==> src/rtl/mult_pkg.sv <==
// mult_pkg: shared widths and step-state encoding for the sequential multiplier
package mult_pkg;
  localparam int OP_W   = 32;
  localparam int PROD_W = 64;
  localparam int HALF_W = 16;
  localparam int BYTE_W = 8;
  typedef enum logic [3:0] {
    A0B0 = 4'd0, A1B0 = 4'd1, A2B0 = 4'd2, A3B0 = 4'd3,
    A0B1 = 4'd4, A1B1 = 4'd5, A2B1 = 4'd6, A3B1 = 4'd7,
    IDLE = 4'd8
  } state_t;
endpackage

==> src/rtl/mult32x32_fast_seq_if.sv <==
// mult32x32_fast_seq_if: start/busy handshake with operands and product (master drives start/a/b)
interface mult32x32_fast_seq_if;
  import mult_pkg::*;
  logic              start;
  logic [OP_W-1:0]   a;
  logic [OP_W-1:0]   b;
  logic              busy;
  logic [PROD_W-1:0] product;
  modport master(output start, a, b, input busy, product);
  modport slave(input start, a, b, output busy, product);
endinterface

==> src/rtl/mult16x8.sv <==
// mult16x8: combinational 16x8 unsigned multiply (x: 16b, y: 8b, z: 24b product)
module mult16x8 (
  input  logic [15:0] x,
  input  logic [7:0]  y,
  output logic [23:0] z
);
  assign z = 24'(x) * 24'(y);
endmodule

==> src/rtl/mult32x32_fast_seq.sv <==
// mult32x32_fast_seq: sequential 32x32->64 multiplier, one 16x8 partial product per cycle, skipping zero upper halves (clk, reset active-low async, bus slave)
module mult32x32_fast_seq
  import mult_pkg::*;
(
  input logic clk,
  input logic reset,
  mult32x32_fast_seq_if.slave bus
);
  state_t state, nxt;
  logic [OP_W-1:0] ar, br;
  logic a_hi_z, b_hi_z, j;
  logic [1:0] i;
  logic [5:0] sh;
  logic [BYTE_W-1:0] a_byte;
  logic [HALF_W-1:0] b_half;
  logic [23:0] pp;
  assign a_hi_z = ~|ar[OP_W-1:HALF_W];
  assign b_hi_z = ~|br[OP_W-1:HALF_W];
  // state encoding doubles as the step index: bits [1:0] = a byte, bit 2 = b half
  assign i = state[1:0];
  assign j = state[2];
  assign a_byte = ar[{i, 3'b000} +: BYTE_W];
  assign b_half = br[{j, 4'b0000} +: HALF_W];
  assign sh = {1'b0, i, 3'b000} + {1'b0, j, 4'b0000};
  mult16x8 u_mul (.x(b_half), .y(a_byte), .z(pp));
  assign bus.busy = state != IDLE;
  always_comb begin
    nxt = state == A0B0 ? A1B0 :
          state == A1B0 ? (!a_hi_z ? A2B0 : !b_hi_z ? A0B1 : IDLE) :
          state == A2B0 ? A3B0 :
          state == A3B0 ? (b_hi_z ? IDLE : A0B1) :
          state == A0B1 ? A1B1 :
          state == A1B1 ? (a_hi_z ? IDLE : A2B1) :
          state == A2B1 ? A3B1 : IDLE;
  end
  always_ff @(posedge clk or negedge reset) begin
    if (!reset) begin
      state       <= IDLE;
      ar          <= '0;
      br          <= '0;
      bus.product <= '0;
    end else if (state == IDLE) begin
      if (bus.start) begin
        ar          <= bus.a;
        br          <= bus.b;
        bus.product <= '0;
        state       <= A0B0;
      end
    end else begin
      bus.product <= bus.product + (PROD_W'(pp) << sh);
      state       <= nxt;
    end
  end
endmodule

==> src/flat_wrapper.sv <==
// flat-port wrapper written by rule: the top's interface ports become plain ports
module mult32x32_fast_seq_flat import mult_pkg::*;
  (clk, reset, bus_start, bus_a, bus_b, bus_busy, bus_product);
  mult32x32_fast_seq_if bus_i ();
  input logic clk;
  input logic reset;
  input wire logic [$bits(bus_i.start)-1:0] bus_start;
  input wire logic [$bits(bus_i.a)-1:0] bus_a;
  input wire logic [$bits(bus_i.b)-1:0] bus_b;
  output wire logic [$bits(bus_i.busy)-1:0] bus_busy;
  output wire logic [$bits(bus_i.product)-1:0] bus_product;
  assign bus_i.start = bus_start;
  assign bus_i.a = bus_a;
  assign bus_i.b = bus_b;
  assign bus_busy = bus_i.busy;
  assign bus_product = bus_i.product;
  mult32x32_fast_seq u_core (.clk(clk), .reset(reset), .bus(bus_i));
endmodule
==> config.mk <==
export PLATFORM = sky130hd
export DESIGN_NAME = mult32x32_fast_seq_flat
export DESIGN_NICKNAME = d
export VERILOG_FILES = /design/src/rtl/mult_pkg.sv /design/src/rtl/mult32x32_fast_seq_if.sv /design/src/rtl/mult16x8.sv /design/src/rtl/mult32x32_fast_seq.sv /design/src/flat_wrapper.sv
export SDC_FILE = /design/constraint.sdc
export NUM_CORES = 1
export LEC_CHECK = 0
export CAP_MARGIN = 10
export CORE_AREA = 3 3 180 182
export DETAILED_ROUTE_END_ITERATION = 6
export DIE_AREA = 0 0 183 185
export SKIP_CTS_REPAIR_TIMING = 1
export SYNTH_ARGS = -nofsm -noshare
export SYNTH_HDL_FRONTEND = slang
export SYNTH_SLANG_ARGS = --single-unit
==> constraint.sdc <==
create_clock -name clk -period 20.1 [get_ports clk]
set_input_delay 3.015 -clock clk [delete_from_list [all_inputs] [get_ports clk]]
set_output_delay 3.015 -clock clk [all_outputs]
set_load 0.01 [all_outputs]
After elaboration in Yosys (flattened, before gate mapping). Cells that the tools add are included.

Bits in registers: 132. Latch bits: 0. Bits in writable memories: 0. Memory bits (read-only): 0. Input port bits: 67. Output and inout bits: 65. Word-level logic and storage cells: 37. Memories kept: 0.

Add/sub/neg operators: 2. $mul: 1. Div/mod/pow operators: 0. Magnitude comparators: 0. Equality and inequality tests: 9. Shift-type cells: 3. Multiplexer cells: 14. Bitwise logic cells: 0. Reductions and logical operators: 4.

Operators with widths (number): 2-to-1 mux 64 bit (2); adder 64 bit (1); left shift 24 x 6 -> 64 bit (1); 2-to-1 mux 4 bit (12); OR reduction 16 bit (2); variable part select 32 x 6 -> 16 bit (1); variable part select 32 x 6 -> 8 bit (1); multiplier 16 x 8 -> 24 bit (1); equality test 4 x 3 -> 1 bit (second input constant) (3); equality test 4 x 2 -> 1 bit (second input constant) (2); adder 5 x 5 -> 6 bit (1); equality test 4 x 1 -> 1 bit (second input constant) (1); equality test 4 bit (second input constant) (1); zero test 4 bit (1); inequality test 4 bit (second input constant) (1); inequality test 2 bit (second input constant) (1); AND reduction 2 bit (1).

Longest topological paths before layout.
Depth after elaboration: 9. Mapped depth: 39. Mapped depth without buffers: 36.

Hierarchy. From an unflattened synthesis, not the netlist that was laid out.

Cells, all modules: 1630. Area total of the unflattened synthesis: 14368.8 um^2.

Modules (own cells, without submodules): mult32x32_fast_seq (times used 1, cells each 1141, area an instance 10223.6 um^2, sequential area each 3304.4 um^2); mult16x8 (times used 1, cells each 489, area an instance 4145.2 um^2, sequential area each 0.0 um^2).

Least setup slack after synthesis. No wires, ideal clock.

Path type: reg-to-reg. Start point: register u_core.state[1]. End point: register u_core.bus.product[62]. Setup time: 0.083 ns. Data arrival time: 8.632 ns. Data required time: 20.017 ns. Setup slack: 11.385 ns. Stages on the path, launching flop included: 36. Path buffers: 3. Clock period less this slack: 8.715 ns. Path through: dfrtp_1 > clkbuf_1 > clkbuf_1 > mux2_2 > o21ai_1 > clkbuf_1 > nor2_1 > fa_1 > fa_1 > fa_1 > inv_1 > fa_1 > inv_1 > ha_1 > or3_1 > a21o_1 > a211o_2 > a311oi_2 > o21ba_2 > o21ai_0 > xnor2_1 > nor2_1 > a21oi_1 > o22ai_1 > and2_1 > ha_1 > nand2_1 > o21ai_0 > nand4_1 > nor4_1 > nand3_1 > a31oi_1 > nand4_1 > a211o_1 > xor2_1 > o21ai_0.

Word-level cells in the longest chain between the ends: 5. Elaborated cells between the ends (all ways): 8. Those cells by class: add/sub (2); mul (1); eq/ne (2); shift (2); mux (1).

Ends and longest elaborated chain: from (decl) (RTL line mult32x32_fast_seq.sv:9) `state_t state, nxt;`; from (signal assigned) (RTL line mult32x32_fast_seq.sv:51) `state <= nxt;`; variable part select 32 x 6 -> 8 bit (RTL line mult32x32_fast_seq.sv:22) `assign a_byte = ar[{i, 3'b000} +: BYTE_W];`; multiplier 16 x 8 -> 24 bit (RTL line mult16x8.sv:7) `assign z = 24'(x) * 24'(y);`; left shift 24 x 6 -> 64 bit (RTL line mult32x32_fast_seq.sv:50) `bus.product <= bus.product + (PROD_W'(pp) << sh);`; adder 64 bit (RTL line mult32x32_fast_seq.sv:50); 2-to-1 mux 64 bit (RTL line mult32x32_fast_seq.sv:42) `end else if (state == IDLE) begin`; to (signal assigned) (RTL line mult32x32_fast_seq.sv:50); to (decl) (RTL line mult32x32_fast_seq_if.sv:10) `modport slave(input start, a, b, output busy, product);`.

Parallel ways exist; a longest one is shown, timed or not. A chain may end at the register's enable or synchronous reset.

Worst setup path in the final report.
Start point: register u_core.state[1]. End point: register u_core.bus.product[61].

The elaborated chain is that of the path after synthesis.

==> impl_metrics.json <==
{
  "status": "complete, no violations",
  "rsz0062_at_grt": "false",
  "critPathKind": "flip-flop to flip-flop",
  "h-tree-depth": 4,
  "drv_cap": 0,
  "maxSlewViolCount": 0,
  "synth_edf_count": 0,
  "timing.hold.worst.start": "u_core.state[3]",
  "crit_family": "compound AO/OA/AOI/OAI gates",
  "worst-path-buf-inv": 3,
  "synth_warnings": 0,
  "cp.required_ps": 20390,
  "clk_latency_ps": 460,
  "drt_iter0_markers": 773,
  "cts_made_buffers": 17,
  "crit_path_start_kind": "flip-flop",
  "n_fill_cell": 2969,
  "mostFrequentLayoutCell": "nor2_1",
  "wl_per_cell_um": 18.8,
  "routed_wl_mm": 39.7,
  "vias": 12100,
  "worst_slew_margin_rel_pct": 25.6,
  "startpoint": "u_core.state[1]",
  "syn-cell-area_sq_um": 13900,
  "grt-ovfl-total": 0,
  "antenna_found_initial": 1,
  "firstDrtPassIters": 5,
  "area_delta_synth_final_pct": 15.8,
  "synth_area_leader_cell": "dfrtp_1",
  "min_period_ps": 9940,
  "hold_class": "flip-flop to flip-flop",
  "grt_max_degree": 74,
  "drive_gt1_share_pct": 9.09,
  "r2r_start": "u_core.state[1]",
  "min_to": "u_core.state[3]",
  "synth_cells": 1615,
  "clock_path_buffers": 2,
  "tritoncts": "built",
  "start_util_pct": 45.1,
  "clock-sinks": 132,
  "ios": 132,
  "rows": 64,
  "die_area_sq_um": 33900,
  "path_max_fanout": 20,
  "whs_path_depth": 2,
  "yosysSeqAreaShare_pct": 23.8,
  "max_stage_delay_ps": 910,
  "slowest_stage": "dfrtp_1",
  "reg2regPathDepth": 32,
  "arrival_ps": 10230,
  "post-dp-hpwl_mm": 31.2,
  "grt_pass1_vias": 11900,
  "synth_top_area_share_pct": 23.6,
  "drc_errors": 0,
  "setup_viol": 0,
  "die_w_um": 183,
  "grt_use_total_pct": 23.8,
  "async_flop_share_pct": 100,
  "antenna_left": 0,
  "r2r-end": "u_core.bus.product[61]",
  "syn_nets": 1875,
  "avgViaCountPerCell": 5.72,
  "r2r_setup_slack_ps": 10160,
  "period_share_pct": 49.4,
  "diodes": 0,
  "regArea_sq_um": 3300,
  "hold_viol_final": 0,
  "clk_pin_slew_ps": 70,
  "port_buffers": 131,
  "cp_common_cell": "fa_1",
  "ys_types": 66,
  "fin_nets": 1964,
  "synth_area_leaders": "dfrtp_1 24%, fa_1 12%, ha_1 9.7%",
  "die_h_um": 185,
  "ys_seq_elements": 132,
  "root_buffer": "clkbuf_16",
  "worst_slew_pin_slew_ps": 1110,
  "synth-main-ff-cell": "dfrtp_1",
  "max_freq_ghz": 0.101,
  "multi_input_area_sq_um": 9820,
  "end_kind": "flip-flop",
  "final_cell_mix": "210 x nor2_1, 131 x dfrtp_1, 129 x clkdlybuf4s50_1",
  "grt_first_pass_wirelength_mm": 63.7,
  "fin_setup_tns_ps": 0,
  "avgSynthCellArea_sq_um": 8.59,
  "fin_skew_ps": 16.9,
  "gp_congestion": 0.971,
  "coreArea_sq_um": 30700
}
-- sequential cells by signal, indices dropped and copies added, names as in the netlist --
register and cells:
u_core.bus.product 64, u_core.ar 32, u_core.br 32, u_core.state 4
-- Yosys cell counts, types with 10 or more instances --
library cell,count
or3_1,10
or2_2,19
nand3b_1,63
xor2_1,34
dfrtp_1,131
nor2b_1,14
xnor2_1,40
nand2b_1,13
fa_1,85
a21o_1,42
a21oi_1,118
mux2_2,73
ha_1,108
mux2i_1,29
inv_1,128
o21ai_0,98
nand4_1,14
o21ai_1,13
nor2_1,210
and3_1,17
nand2_1,93
o22ai_1,24
nand3_1,17
clkbuf_1,63
nor4_1,13
and2_1,24
o21bai_1,19
-- cells by family after synthesis --
kind of cell,after synthesis,synth area share [%]
compound gates,388,17.4
xor+xnor,74,4.67
fa+ha+maj,193,22.0
buf+inv,202,5.51
flops,132,23.8
mux,102,8.02
simple gates,524,18.6
-- cell type report --
type	count	share of cell area, %
clock inverter	13	0.763
timing repair buffer	144	8.75
sequential	132	20.6
clock buffer	19	2.76
inverter	128	2.99
tap	396	3.08
multi-input combinational	1281	61.1
-- metal layers --
layer  GRT usage (%)  routed length (um)
met1            32.8               18100
met2            37.9               18400
met3            5.77                2560
met4            6.09                 660
met5               0                  13
-- how the worst max path moves through the flow --
stage / endpoint / cells past startpoint
2_1_floorplan: u_core.bus.product[62] / 35
3_3_place_gp: u_core.bus.product[43] / 33
3_5_place_dp: u_core.bus.product[62] / 33
4_1_cts: u_core.bus.product[62] / 33
5_1_grt: u_core.bus.product[62] / 32
6_report: u_core.bus.product[61] / 32
-- tightest hold or removal path: stages (launching register included) --
cell and delay, ps:
dfstp_2 400, nand2_1 60, nand2_1 40
-- through the flow --
stage / hold slack [ps] / worst slack (ps) / std cells / util, % / cell area (sq um)
after floorplan: 460 / 11390 / 1615 / - / 13900
after global placement: 480 / 10430 / 2080 / 50.4 / 15500
after detailed placement: 491 / 10330 / 2080 / 50.4 / 15500
after CTS: 499 / 10240 / 2112 / 52.2 / 16100
after global routing: 527 / 9510 / 2113 / 52.3 / 16100
final: 499 / 10160 / 2113 / 52.3 / 16100
Power is left out: the tool's default activity adds up to more than one toggle a clock period on the data nets, which glitch-free logic cannot reach.
